**src/rtl/board_display_ctrl_pkg.sv**
```systemverilog
// board_display_ctrl_pkg: shared board/tile constants, VGA blanking limits and FSM encoding
package board_display_ctrl_pkg;
  localparam int TW = 4;
  localparam int NTILES = 16;
  localparam int BW = TW * NTILES;
  localparam logic [9:0] VBP = 10'd31;
  localparam logic [9:0] VFP = 10'd511;
  localparam logic [3:0] FLASH_FRAMES = 4'd8;
  typedef enum logic [1:0] {IDLE, PENDING, COMMIT} state_t;
  function automatic logic [3:0] tile_idx(input logic [1:0] y, input logic [1:0] x);
    return {y, x};
  endfunction
endpackage

```
**src/rtl/board_display_ctrl_vblank_timer.sv**
```systemverilog
// vblank_timer: registered vertical-blanking flag and start-of-blanking frame pulse from hc/vc
module vblank_timer
  import board_display_ctrl_pkg::*;
(
  input  logic       clk,
  input  logic       rst,
  input  logic [9:0] hc,
  input  logic [9:0] vc,
  output logic       in_blank_r,
  output logic       frame_tick
);
  always_ff @(posedge clk or posedge rst)
    if (rst) begin
      in_blank_r <= 1'b0;
      frame_tick <= 1'b0;
    end else begin
      in_blank_r <= (vc < VBP) || (vc >= VFP);
      frame_tick <= (vc == VFP) && (hc == 10'd0);
    end
endmodule

```
**src/rtl/board_display_ctrl.sv**
```systemverilog
// board_display_ctrl: buffers a board snapshot and commits it tile-by-tile during vertical blanking
// Optional TILE_FLASH_EN adds a per-tile changed flag that expires after FLASH_FRAMES frames.
module board_display_ctrl
  import board_display_ctrl_pkg::*;
(
  input  logic              clk,
  input  logic              rst,
  input  logic [9:0]        hc,
  input  logic [9:0]        vc,
  input  logic              upd_valid,
  input  logic [BW-1:0]     upd_board,
  output logic              upd_ready,
  output logic [BW-1:0]     tile_vals,
  output logic              frame_tick,
  output logic              commit_done,
  output logic [NTILES-1:0] flash_mask
);
  state_t state, state_n;
  logic [BW-1:0] pending;
  logic [3:0] idx;
  logic in_blank_r, accept, wr, last, ready_d;
  vblank_timer u_vbt (.clk(clk), .rst(rst), .hc(hc), .vc(vc), .in_blank_r(in_blank_r), .frame_tick(frame_tick));
  assign accept = upd_valid && upd_ready;
  always_ff @(posedge clk or posedge rst)
    if (rst) state <= IDLE;
    else state <= state_n;
  always_comb
    state_n = (state == IDLE)    ? (accept ? PENDING : IDLE) :
              (state == PENDING) ? (in_blank_r ? COMMIT : PENDING) :
              (last ? IDLE : COMMIT);
  // ready is held low through the commit_done cycle, so it decodes the next state minus the last write
  always_comb begin
    wr = state == COMMIT;
    last = wr && (idx == 4'd15);
    ready_d = (state_n == IDLE) && !last;
  end
  always_ff @(posedge clk or posedge rst)
    if (rst) begin
      pending <= '0;
      idx <= 4'd0;
      tile_vals <= '0;
      upd_ready <= 1'b1;
      commit_done <= 1'b0;
    end else begin
      upd_ready <= ready_d;
      commit_done <= last;
      if (accept) pending <= upd_board;
      if (wr) begin
        tile_vals[idx*TW +: TW] <= pending[idx*TW +: TW];
        idx <= idx + 4'd1;
      end else idx <= 4'd0;
    end
`ifdef TILE_FLASH_EN
  logic [3:0] fcnt;
  always_ff @(posedge clk or posedge rst)
    if (rst) begin
      fcnt <= 4'd0;
      flash_mask <= '0;
    end else begin
      if (commit_done) fcnt <= FLASH_FRAMES;
      else if (frame_tick && fcnt != 4'd0) fcnt <= fcnt - 4'd1;
      if (wr) flash_mask[idx] <= (pending[idx*TW +: TW] != tile_vals[idx*TW +: TW]) && (pending[idx*TW +: TW] != 4'd0);
      else if (frame_tick && fcnt == 4'd1) flash_mask <= '0;
    end
`else
  assign flash_mask = '0;
`endif
endmodule

```
**config.mk**
```make
export PLATFORM = sky130hd
export DESIGN_NAME = board_display_ctrl
export DESIGN_NICKNAME = d
export VERILOG_FILES = /design/src/rtl/board_display_ctrl_pkg.sv /design/src/rtl/board_display_ctrl_vblank_timer.sv /design/src/rtl/board_display_ctrl.sv
export SDC_FILE = /design/constraint.sdc
export NUM_CORES = 1
export LEC_CHECK = 0
export ABC_AREA = 1
export CAP_MARGIN = 0
export CORE_ASPECT_RATIO = 1.4
export CORE_MARGIN = 10
export CORE_UTILIZATION = 44
export CTS_CLUSTER_SIZE = 28
export DETAILED_ROUTE_END_ITERATION = 6
export PLACE_DENSITY_LB_ADDON = 0.12
export SLEW_MARGIN = 20
export SYNTH_ARGS = -nofsm -noshare
export SYNTH_HDL_FRONTEND = slang
export SYNTH_HIERARCHICAL = 1
export SYNTH_SLANG_ARGS = --single-unit
```
**constraint.sdc**
```tcl
create_clock -name clk -period 4.7 [get_ports clk]
set_clock_uncertainty 0.1 [all_clocks]
set_input_delay 0.94 -clock clk [delete_from_list [all_inputs] [get_ports clk]]
set_output_delay 0.94 -clock clk [all_outputs]
set_load 0.01 [all_outputs]
```
# Word level (Yosys, flattened, before mapping)
# Index checks and enable logic that the tools add are counted.
[totals]
inputBits = 87
ff_bits = 138
out_inout_bits = 83
elab_cells = 35
[classes]
shifts = 3
n_eq_ne = 4
n_addsub = 2
n_mux = 7
n_reduce_logical = 9
n_lt_le_gt_ge = 2
[ops]
columns = ["operator", "n"]
rows = [
  ["$bwmux W64", 1],
  ["$shift A4 B34 Y64 const A", 1],
  ["$shiftx A4 B34 Y64", 1],
  ["$shiftx A64 B7 Y4", 1],
  ["$neg A6 Y34", 1],
  ["$eq A10 B9 Y1 const B", 1],
  ["$ge A10 B9 Y1 const B", 1],
  ["$logic_not A10 Y1", 1],
  ["$lt A10 B5 Y1 const B", 1],
  ["$mux W2", 4],
  ["$add A4 B1 Y4 const B", 1],
  ["$eq A4 B4 Y1 const B", 1],
  ["$logic_and A1 B1 Y1", 4],
  ["$logic_not A2 Y1", 2],
  ["$mux W4", 1],
  ["$eq A2 B1 Y1 const B", 1],
  ["$eq A2 B2 Y1 const B", 1],
  ["$logic_not A1 Y1", 1],
  ["$logic_or A1 B1 Y1", 1],
  ["$mux W1", 1],
]

# Logic depth before layout (Yosys ltp)
# Gate-level depths: netlist of the first run.
[logic_depth]
depth_word = 7
mapped_depth = 14
mapped_depth_nobuf = 11

# By module
# Netlist of the first run, hierarchy kept.
[by_module_without_submodules]
columns = ["module", "n_inst", "cells_each", "seq_area_each_um2", "area_each_um2"]
rows = [
  ["board_display_ctrl", 1, 721, 3404.5, 6100.9],
  ["vblank_timer", 1, 30, 50.0, 168.9],
]

# Worst setup path after synthesis of the first run
# OpenSTA, ideal clock, no wires.
[synth_path]
path_type = "reg2reg"
from = "reg idx[0]"
to = "reg tile_vals[32]"
stages_incl_launch_ff = 14
path_slack_ps = 2317
setup_ps = 122
t_arrival_ps = 2161
required_ps = 4478
path_buffers = 3
period_less_slack_ps = 2383
cell_sequence = "dfrtp_1 inv_2 clkbuf_1 clkbuf_1 ha_1 nand2_1 nor2_1 inv_2 nand3_2 clkinv_1 nand2_1 or2_1 buf_2 o21ai_1"
[synth_via]
elab_chain_len = 3
elab_cells_between_ends = 5
classes_between = "add/sub: 1; shift: 3; mux: 1"
[synth_rtl]
columns = ["element", "line_no", "rtl"]
rows = [
  ["from (decl)", "board_display_ctrl.sv:20", "logic [3:0] idx;"],
  ["from (signal assigned)", "board_display_ctrl.sv:50", "idx <= idx + 4'd1;"],
  ["$shiftx A64 B7 Y4 / $neg A6 Y34 (equally long branches)", "board_display_ctrl.sv:49", "tile_vals[idx*TW +: TW] <= pending[idx*TW +: TW];"],
  ["$shiftx A4 B34 Y64 / $shift A4 B34 Y64 (equally long branches)", "board_display_ctrl.sv:49", ""],
  ["$bwmux W64 *", "board_display_ctrl.sv:49", ""],
  ["to (signal, indexed assignment)", "board_display_ctrl.sv:49", ""],
  ["to (decl)", "board_display_ctrl.sv:13", "output logic [BW-1:0] tile_vals,"],
]
# Every way passes the cells marked *; elsewhere a longest branch is shown, timed or not.
# A chain may end at the register's enable or synchronous reset.

# Worst setup path after layout of the first run
[layout_path]
from = "reg idx[1]"
to = "reg tile_vals[35]"
# The elaborated chain is that of the path after synthesis.

==> impl_table.tex, run 1 <==
\begin{tabular}{lr}
\hline
Metric & Value \\
\hline
\multicolumn{2}{l}{\textbf{Yosys}} \\
Portion of synthesized cell area occupied by the leading cell type & 54.7\% \\
Library cells used by synthesis & 32 \\
Post-synth design cell area & 6270 µm² \\
Number of standard cells after synthesis & 751 \\
Synthesis warning total & 6 \\
Largest cells by area after synthesis & sky130\_fd\_sc\_hd\_\_dfrtp\_1 (55\%), sky130\_fd\_sc\_hd\_\_nand2\_1 (12\%), sky130\_fd\_sc\_hd\_\_nand3\_1 (5.3\%), sky130\_fd\_sc\_hd\_\_o21ai\_0 (5.1\%), sky130\_fd\_sc\_hd\_\_inv\_1 (4.2\%) \\
Synthesized area divided by synthesized cell count & 8.35 µm² \\
Post-synthesis sequential area ratio & 55.1\% \\
Post-synthesis cell type with the largest combined area & sky130\_fd\_sc\_hd\_\_dfrtp\_1 \\
Register bit count reported by yosys & 138 \\
\multicolumn{2}{l}{\textbf{Place}} \\
Global placer's final weighted congestion & 0.800 \\
Estimated wirelength of the detail-placed design & 12900 µm \\
Number of port buffers & 153 \\
\multicolumn{2}{l}{\textbf{Global route}} \\
Antenna violations before repair & 0 \\
Global-route usage over all layers & 17.7\% \\
First-pass GRT wire length & 27900 µm \\
Largest net degree at the start of global routing & 77 \\
Total congestion overflow after global routing & 0 \\
Via count of the first global-routing pass & 5565 \\
\multicolumn{2}{l}{\textbf{Clock network}} \\
Post CTS Setup Buffer Count & 0 \\
CTS sink cnt & 138 \\
CTS tree & done \\
Clock root buffer & sky130\_fd\_sc\_hd\_\_clkbuf\_16 \\
Count of H-tree levels built during CTS & 4 \\
Post-CTS clock slew at the launch and capture registers of the worst setup and hold paths & 60 ps \\
Clock network latency to the later pin of the worst-skew pair & 420 ps \\
Count of hold buffers inserted by post-cts repair & 0 \\
Deepest clock path buffer count & 2 \\
CTS resizes & 0 \\
Number of buffers created by CTS & 17 \\
\multicolumn{2}{l}{\textbf{Power and ir drop}} \\
Power per cell area & 697 nW/µm² \\
Worst-case vdd ir drop & 0.370 mV \\
Leakage power & 0.00385 µW \\
\multicolumn{2}{l}{\textbf{Routing}} \\
Antenna viol nets, final & 0 \\
Highest Signal Layer & met4 \\
Met1 Routed Length & 6760 µm \\
Drt wl/cell & 15.7 µm \\
DR pass1 iterations & 5 \\
Detailed-route wire length & 17200 µm \\
Routed via count divided by cell count & 4.93 \\
Number of DRC markers after the initial detailed-route iteration & 336 \\
Number of remaining DRC errors & 0 \\
Metal2 WL & 9360 µm \\
Vias after detailed routing & 5388 \\
Detailed-routed wire length on met3 & 894 µm \\
\multicolumn{2}{l}{\textbf{Worst setup path}} \\
Library cell contributing the largest single delay on the critical path & sky130\_fd\_sc\_hd\_\_dfrtp\_1 \\
Peak per-stage delay on the critical path & 900 ps \\
Critical-path maximum fanout & 21 \\
Slack of the worst reg-to-reg path & 1120 ps \\
CP Class & reg -> reg \\
Cells along the critical path & clkinv\_1 > ha\_1 > clkinv\_1 > nand3\_1 > or2\_1 > nand2\_1 > o21ai\_1 \\
Dominant delay contributor by cell family on the critical path & buffers and inverters \\
Critical Path RT & 4930 ps \\
Crit end category & flip-flop \\
Setup crit start kind & flip-flop \\
Most Frequent Cell on Critical Path & sky130\_fd\_sc\_hd\_\_clkinv\_1 \\
Worst path buffer plus inverter count & 2 \\
Worst endpoint data arrival time & 3810 ps \\
\multicolumn{2}{l}{\textbf{Final layout}} \\
Fillcell total & 1239 \\
Fin util & 60.7\% \\
Diodes inserted & 0 \\
Multi-input gate area in the final layout & 2310 µm² \\
FF/Latch Area & 3460 µm² \\
Most common cell after layout, fill and taps aside & sky130\_fd\_sc\_hd\_\_nand2\_1 \\
Area grow syn2layout & 35.4\% \\
Highest-count cells in the layout ignoring fill and taps & sky130\_fd\_sc\_hd\_\_nand2\_1 (198), sky130\_fd\_sc\_hd\_\_clkdlybuf4s50\_1 (153), sky130\_fd\_sc\_hd\_\_dfrtp\_1 (136) \\
Fraction of layout instances using a drive strength above 1 & 6.73\% \\
Net count, final & 986 \\
\multicolumn{2}{l}{\textbf{Job}} \\
Maxcap violations & 0 \\
\multicolumn{2}{l}{\textbf{STA}} \\
Worst-case headroom to the max-slew limit & 36.8\% \\
Peak Freq & 279 MHz \\
Final clock period utilization by the worst path & 76.1\% \\
Setup tns final & 0 ps \\
Final count of negative-setup-slack endpoints & 0 \\
Unrepaired setup endpoints after global routing & no \\
Final worst path period need & 3580 ps \\
Slew at the pin closest to its max-slew limit & 948 ps \\
Count of final max-slew check failures & 0 \\
Hold Violations, Final & 0 \\
\multicolumn{2}{l}{\textbf{Floorplanning}} \\
Die width & 121 µm \\
Floorplan die height & 161 µm \\
Die outline area & 19500 µm² \\
Initial Utilization & 44.9\% \\
I/O pin cnt & 170 \\
Core area & 14000 µm² \\
Number of rows in the core area & 51 \\
\multicolumn{2}{l}{\textbf{Min path}} \\
Path type of the worst min-delay path & reg -> reg \\
\multicolumn{2}{l}{\textbf{Status}} \\
Run status & completed \\
\hline
\end{tabular}
metrics by stage:
| step | worst slack (ps) | area (µm²) | power (µW) | hold WS (ps) | cells |
|---|---|---|---|---|---|
| 2_1_floorplan | 22.2 | 6330 | 3510 | 341 | 766 |
| 3_3_place_gp | 1410 | 7860 | 4470 | 356 | 1060 |
| 3_5_place_dp | 1240 | 7860 | 4540 | 358 | 1060 |
| 4_1_cts | 1150 | 8490 | 5960 | 374 | 1092 |
| 5_1_grt | 773 | 8490 | 6360 | 389 | 1092 |
| 6_report | 1120 | 8490 | 5920 | 373 | 1092 |
logic make-up after synthesis:
| logic type | after synthesis | synth area share [%] |
|---|---|---|
| AOI/OAI and AO/OA | 123 | 9.86 |
| adders and majority gates | 5 | 0.998 |
| buffers and inverters | 125 | 8.88 |
| DFF | 138 | 55.1 |
| muxes | 4 | 0.718 |
| other | 1 | 0.0598 |
| and+or+nand+nor | 355 | 24.4 |
path summary, 6_finish.rpt:
check | startpoint | endpoint | cells past startpoint
setup / recovery | idx[1]$_DFF_PP0_ | tile_vals[35]$_DFFE_PP0P_ | 7
hold reg to reg | pending[2]$_DFFE_PP0P_ | pending[2]$_DFFE_PP0P_ | 2
min in group asynchronous | rst | u_vbt/in_blank_r$_DFF_PP0_ | 2
setup reg to reg | idx[1]$_DFF_PP0_ | tile_vals[35]$_DFFE_PP0P_ | 7
max in group asynchronous | rst | pending[4]$_DFFE_PP0P_ | 3
hold / removal | pending[2]$_DFFE_PP0P_ | pending[2]$_DFFE_PP0P_ | 2
worst register-to-register path, delay by kind of cell (launching register included):
family                   cells  cell delay [ps]
buffers and inverters        2             1080
flip-flops                   1              900
adder cells (fa/ha/maj)      1              740
AND/OR/NAND/NOR              3              600
AO/OA/AOI/OAI                1              100
final cells by class:
class | count | area share (%)
clock buffers | 22 | 5.71
clock inverters | 10 | 1.64
inverters | 78 | 3.48
multi-input cells | 503 | 27.3
flip-flops and latches | 138 | 40.7
well taps | 185 | 2.73
repair buffers | 156 | 18.5
registers in the layout, summed over array words and instances, names as in the netlist:
signal	flops
commit_done	1
idx	4
pending	64
state	2
tile_vals	64
u_vbt/frame_tick	1
u_vbt/in_blank_r	1
upd_ready	1
synth_stat cells:
| cell | count |
|---|---|
| sky130_fd_sc_hd__ha_1 | 5 |
| sky130_fd_sc_hd__inv_2 | 5 |
| sky130_fd_sc_hd__clkinv_1 | 3 |
| sky130_fd_sc_hd__and2_1 | 1 |
| sky130_fd_sc_hd__nand3_2 | 1 |
| sky130_fd_sc_hd__o21ai_1 | 32 |
| sky130_fd_sc_hd__nand3_1 | 67 |
| sky130_fd_sc_hd__inv_1 | 70 |
| sky130_fd_sc_hd__and2_0 | 1 |
| sky130_fd_sc_hd__dfstp_2 | 1 |
| sky130_fd_sc_hd__nor3_2 | 3 |
| sky130_fd_sc_hd__or2_2 | 3 |
| sky130_fd_sc_hd__conb_1 | 1 |
| sky130_fd_sc_hd__buf_6 | 1 |
| sky130_fd_sc_hd__or2_0 | 1 |
| sky130_fd_sc_hd__o21ai_0 | 64 |
| sky130_fd_sc_hd__nand2_2 | 3 |
| sky130_fd_sc_hd__nor3_1 | 3 |
| sky130_fd_sc_hd__a21oi_1 | 26 |
| sky130_fd_sc_hd__nand4_1 | 17 |
| sky130_fd_sc_hd__buf_1 | 1 |
| sky130_fd_sc_hd__mux2_2 | 4 |
| sky130_fd_sc_hd__or2_1 | 2 |
| sky130_fd_sc_hd__o21a_1 | 1 |
| sky130_fd_sc_hd__nand2_1 | 198 |
| sky130_fd_sc_hd__nor2_1 | 50 |
| sky130_fd_sc_hd__nand3b_1 | 1 |
| sky130_fd_sc_hd__clkbuf_1 | 19 |
| sky130_fd_sc_hd__nor2_2 | 4 |
| sky130_fd_sc_hd__buf_2 | 7 |
| sky130_fd_sc_hd__dfrtp_1 | 137 |
| sky130_fd_sc_hd__buf_4 | 19 |
per-layer routing:
layer  up-vias  track usage [%]
met5         -                0
met4         0             4.35
met3        17             4.68
met2       145             32.7
met1      2550             19.3
li1       2676                -
where the power goes:
group | leakage, µW | internal, µW | switching [µW]
Clock | 0.000306 | 891 | 502
Sequential | 0.00176 | 1710 | 346
Combinational | 0.00178 | 1000 | 1470
Power figures use the tool's default switching activity.
==> inputs of run 2 (changes only) <==
--- a/config.mk
+++ b/config.mk
@@ -9,7 +9,7 @@
 export CAP_MARGIN = 0
 export CORE_ASPECT_RATIO = 1.4
 export CORE_MARGIN = 10
-export CORE_UTILIZATION = 44
+export CORE_UTILIZATION = 49
 export CTS_CLUSTER_SIZE = 28
 export DETAILED_ROUTE_END_ITERATION = 6
 export PLACE_DENSITY_LB_ADDON = 0.12
==> constraint.sdc (replaced) <==
create_clock -name clk -period 3.37 [get_ports clk]
set_clock_uncertainty 0.1 [all_clocks]
set_input_delay 0.674 -clock clk [delete_from_list [all_inputs] [get_ports clk]]
set_output_delay 0.674 -clock clk [all_outputs]
set_load 0.01 [all_outputs]
==> run 2 against run 1 <==
Compared with the run above:
- clock power is 29% higher
- sequential power rose by 33%
- total power grew 37%
- core utilization increased by 7.2 points
- combinational power is 45% higher
- first-iteration DRC count is 22% higher
- critical endpoint is now tile_vals[48]$_DFFE_PP0P_
- highest routed layer unchanged
- design area shrank 0.55%
- largest cell class unchanged
==> impl_table.tex, run 2 (same netlist as run 1, synthesis figures left out) <==
\begin{tabular}{lr}
\hline
Metric & Value \\
\hline
\multicolumn{2}{l}{\textbf{Status}} \\
Run status & completed \\
\multicolumn{2}{l}{\textbf{Floorplanning}} \\
Floorplan die height & 154 µm \\
I/O pin cnt & 170 \\
Number of rows in the core area & 48 \\
Die outline area & 17800 µm² \\
Initial Utilization & 50.4\% \\
Die width & 116 µm \\
Core area & 12400 µm² \\
\multicolumn{2}{l}{\textbf{Clock network}} \\
Number of buffers created by CTS & 17 \\
Post CTS Setup Buffer Count & 0 \\
Clock root buffer & sky130\_fd\_sc\_hd\_\_clkbuf\_16 \\
Clock network latency to the later pin of the worst-skew pair & 420 ps \\
CTS tree & done \\
CTS sink cnt & 138 \\
CTS resizes & 0 \\
Post-CTS clock slew at the launch and capture registers of the worst setup and hold paths & 60 ps \\
Deepest clock path buffer count & 2 \\
Count of H-tree levels built during CTS & 4 \\
Count of hold buffers inserted by post-cts repair & 0 \\
\multicolumn{2}{l}{\textbf{Place}} \\
Number of port buffers & 153 \\
DP Cell Count & 1029 \\
DP Worst Slack & 809 ps \\
Global placer's final weighted congestion & 0.849 \\
Estimated wirelength of the detail-placed design & 12800 µm \\
\multicolumn{2}{l}{\textbf{Worst setup path}} \\
Library cell contributing the largest single delay on the critical path & sky130\_fd\_sc\_hd\_\_ha\_1 \\
Worst endpoint data arrival time & 2810 ps \\
Dominant delay contributor by cell family on the critical path & buffers and inverters \\
Critical Path RT & 3610 ps \\
Peak per-stage delay on the critical path & 510 ps \\
CP Class & reg -> reg \\
Cells along the critical path & buf\_4 > clkinv\_1 > buf\_4 > ha\_1 > clkinv\_1 > nand3\_1 > nor2\_1 > nand2\_1 > nand2\_1 > o21ai\_1 \\
Setup crit start kind & flip-flop \\
Crit end category & flip-flop \\
Worst path buffer plus inverter count & 4 \\
Critical-path maximum fanout & 21 \\
\multicolumn{2}{l}{\textbf{Routing}} \\
Number of DRC markers after the initial detailed-route iteration & 409 \\
Drt wl/cell & 15.9 µm \\
Number of remaining DRC errors & 0 \\
DR pass1 iterations & 5 \\
Detailed-route wire length & 16900 µm \\
Routed via count divided by cell count & 5.09 \\
Antenna viol nets, final & 0 \\
Vias after detailed routing & 5398 \\
\multicolumn{2}{l}{\textbf{Final layout}} \\
Most common cell after layout, fill and taps aside & sky130\_fd\_sc\_hd\_\_nand2\_1 \\
Final instance count without filler cells & 1061 \\
Area grow syn2layout & 34.6\% \\
Fraction of layout instances using a drive strength above 1 & 7.14\% \\
Fin util & 67.9\% \\
Highest-count cells in the layout ignoring fill and taps & sky130\_fd\_sc\_hd\_\_nand2\_1 (198), sky130\_fd\_sc\_hd\_\_clkdlybuf4s50\_1 (153), sky130\_fd\_sc\_hd\_\_dfrtp\_1 (137) \\
Multi-input gate area in the final layout & 2310 µm² \\
Fillcell total & 1051 \\
Diodes inserted & 0 \\
Leading registers by flop count & pending: 64 flops, tile\_vals: 64 flops, idx: 4 flops \\
FF/Latch Area & 3450 µm² \\
Net count, final & 990 \\
\multicolumn{2}{l}{\textbf{STA}} \\
Peak Freq & 389 MHz \\
Setup tns final & 0 ps \\
Final count of negative-setup-slack endpoints & 0 \\
Unrepaired setup endpoints after global routing & no \\
Setup slack of the critical path after layout & 802 ps \\
Hold Violations, Final & 0 \\
Worst-case headroom to the max-slew limit & 49.1\% \\
Final worst path period need & 2570 ps \\
Count of final max-slew check failures & 0 \\
Final clock period utilization by the worst path & 76.2\% \\
Slew at the pin closest to its max-slew limit & 764 ps \\
\multicolumn{2}{l}{\textbf{Global route}} \\
First-pass GRT wire length & 27300 µm \\
Met1 Use GR & 20.4\% \\
Met3 Resource Use GR & 4.48\% \\
GR peak layer & met2 \\
Antenna violations before repair & 0 \\
Global-route usage over all layers & 19.2\% \\
Via count of the first global-routing pass & 5533 \\
Met2 Use GR & 35.5\% \\
Total congestion overflow after global routing & 0 \\
Largest net degree at the start of global routing & 137 \\
\multicolumn{2}{l}{\textbf{Power and ir drop}} \\
Design internal power & 4830 µW \\
Switching part of the total & 40.4\% \\
Net switching power figure & 3270 µW \\
Power per cell area & 960 nW/µm² \\
Clock network fraction of design power & 22.2\% \\
Post-route total power & 8100 µW \\
Logic pwr share & 44.3\% \\
Power share of the sequential group & 33.5\% \\
Worst-case vdd ir drop & 0.524 mV \\
Leakage power & 0.00384 µW \\
\multicolumn{2}{l}{\textbf{Job}} \\
Maxcap violations & 0 \\
\multicolumn{2}{l}{\textbf{Min path}} \\
Path type of the worst min-delay path & in -> async \\
\hline
\end{tabular}
-- run 2: changes by cell type in the layout (fill, tap and decap cells not counted), moves of 2 or more --
cell | before | now
sky130_fd_sc_hd__inv_6 | 1 | 7
sky130_fd_sc_hd__clkinvlp_4 | 1 | 5
sky130_fd_sc_hd__bufinv_16 | 3 | 1
sky130_fd_sc_hd__clkbuf_8 | 4 | 0
sky130_fd_sc_hd__clkinv_2 | 3 | 0
sky130_fd_sc_hd__inv_8 | 0 | 2
sky130_fd_sc_hd__buf_4 | 2 | 5
-- run 2: power groups by stage --
stage	Sequential (µW)	Clock [µW]	Combinational, µW
finish	2720	1800	3590
global route	2790	1920	4010
CTS	2720	1840	3610
detailed placement	2740	0	3590
global placement	2720	0	3500
floorplan	2820	0	2080
-- run 2: final timing paths --
kind	cells past startpoint	start	slack, ps	to
max in group asynchronous	3	rst	1870	tile_vals[44]$_DFFE_PP0P_
min in group clk	2	tile_vals[42]$_DFFE_PP0P_	390	tile_vals[42]$_DFFE_PP0P_
worst min-delay path	2	rst	390	u_vbt/frame_tick$_DFF_PP0_
worst max-delay path	10	idx[1]$_DFF_PP0_	800	tile_vals[48]$_DFFE_PP0P_
worst min register to register	2	tile_vals[42]$_DFFE_PP0P_	390	tile_vals[42]$_DFFE_PP0P_
worst max register to register	10	idx[1]$_DFF_PP0_	800	tile_vals[48]$_DFFE_PP0P_
-- run 2: cell type report --
cell class / count / share of cell area (%)
flip-flops and latches: 138 / 40.9
multi-input cells: 503 / 27.4
repair buffers: 160 / 19.1
clock buffers: 17 / 5.04
inverters: 78 / 3.51
well taps: 150 / 2.22
clock inverters: 15 / 1.81
-- run 2: metrics by stage --
stage | hold WS (ps) | instance area [µm²]
6_report | 386 | 8440
5_1_grt | 379 | 8440
4_1_cts | 372 | 8440
3_5_place_dp | 366 | 7860
3_3_place_gp | 367 | 7860
2_1_floorplan | 315 | 6330
-- run 2: per-layer routing --
| metal | share of wire (%) | vias up |
|---|---|---|
| met1 | 37 | 2548 |
| met2 | 56 | 155 |
| li1 | - | 2678 |
| met4 | 1.7 | 0 |
| met3 | 5.0 | 17 |
| met5 | 0 | - |
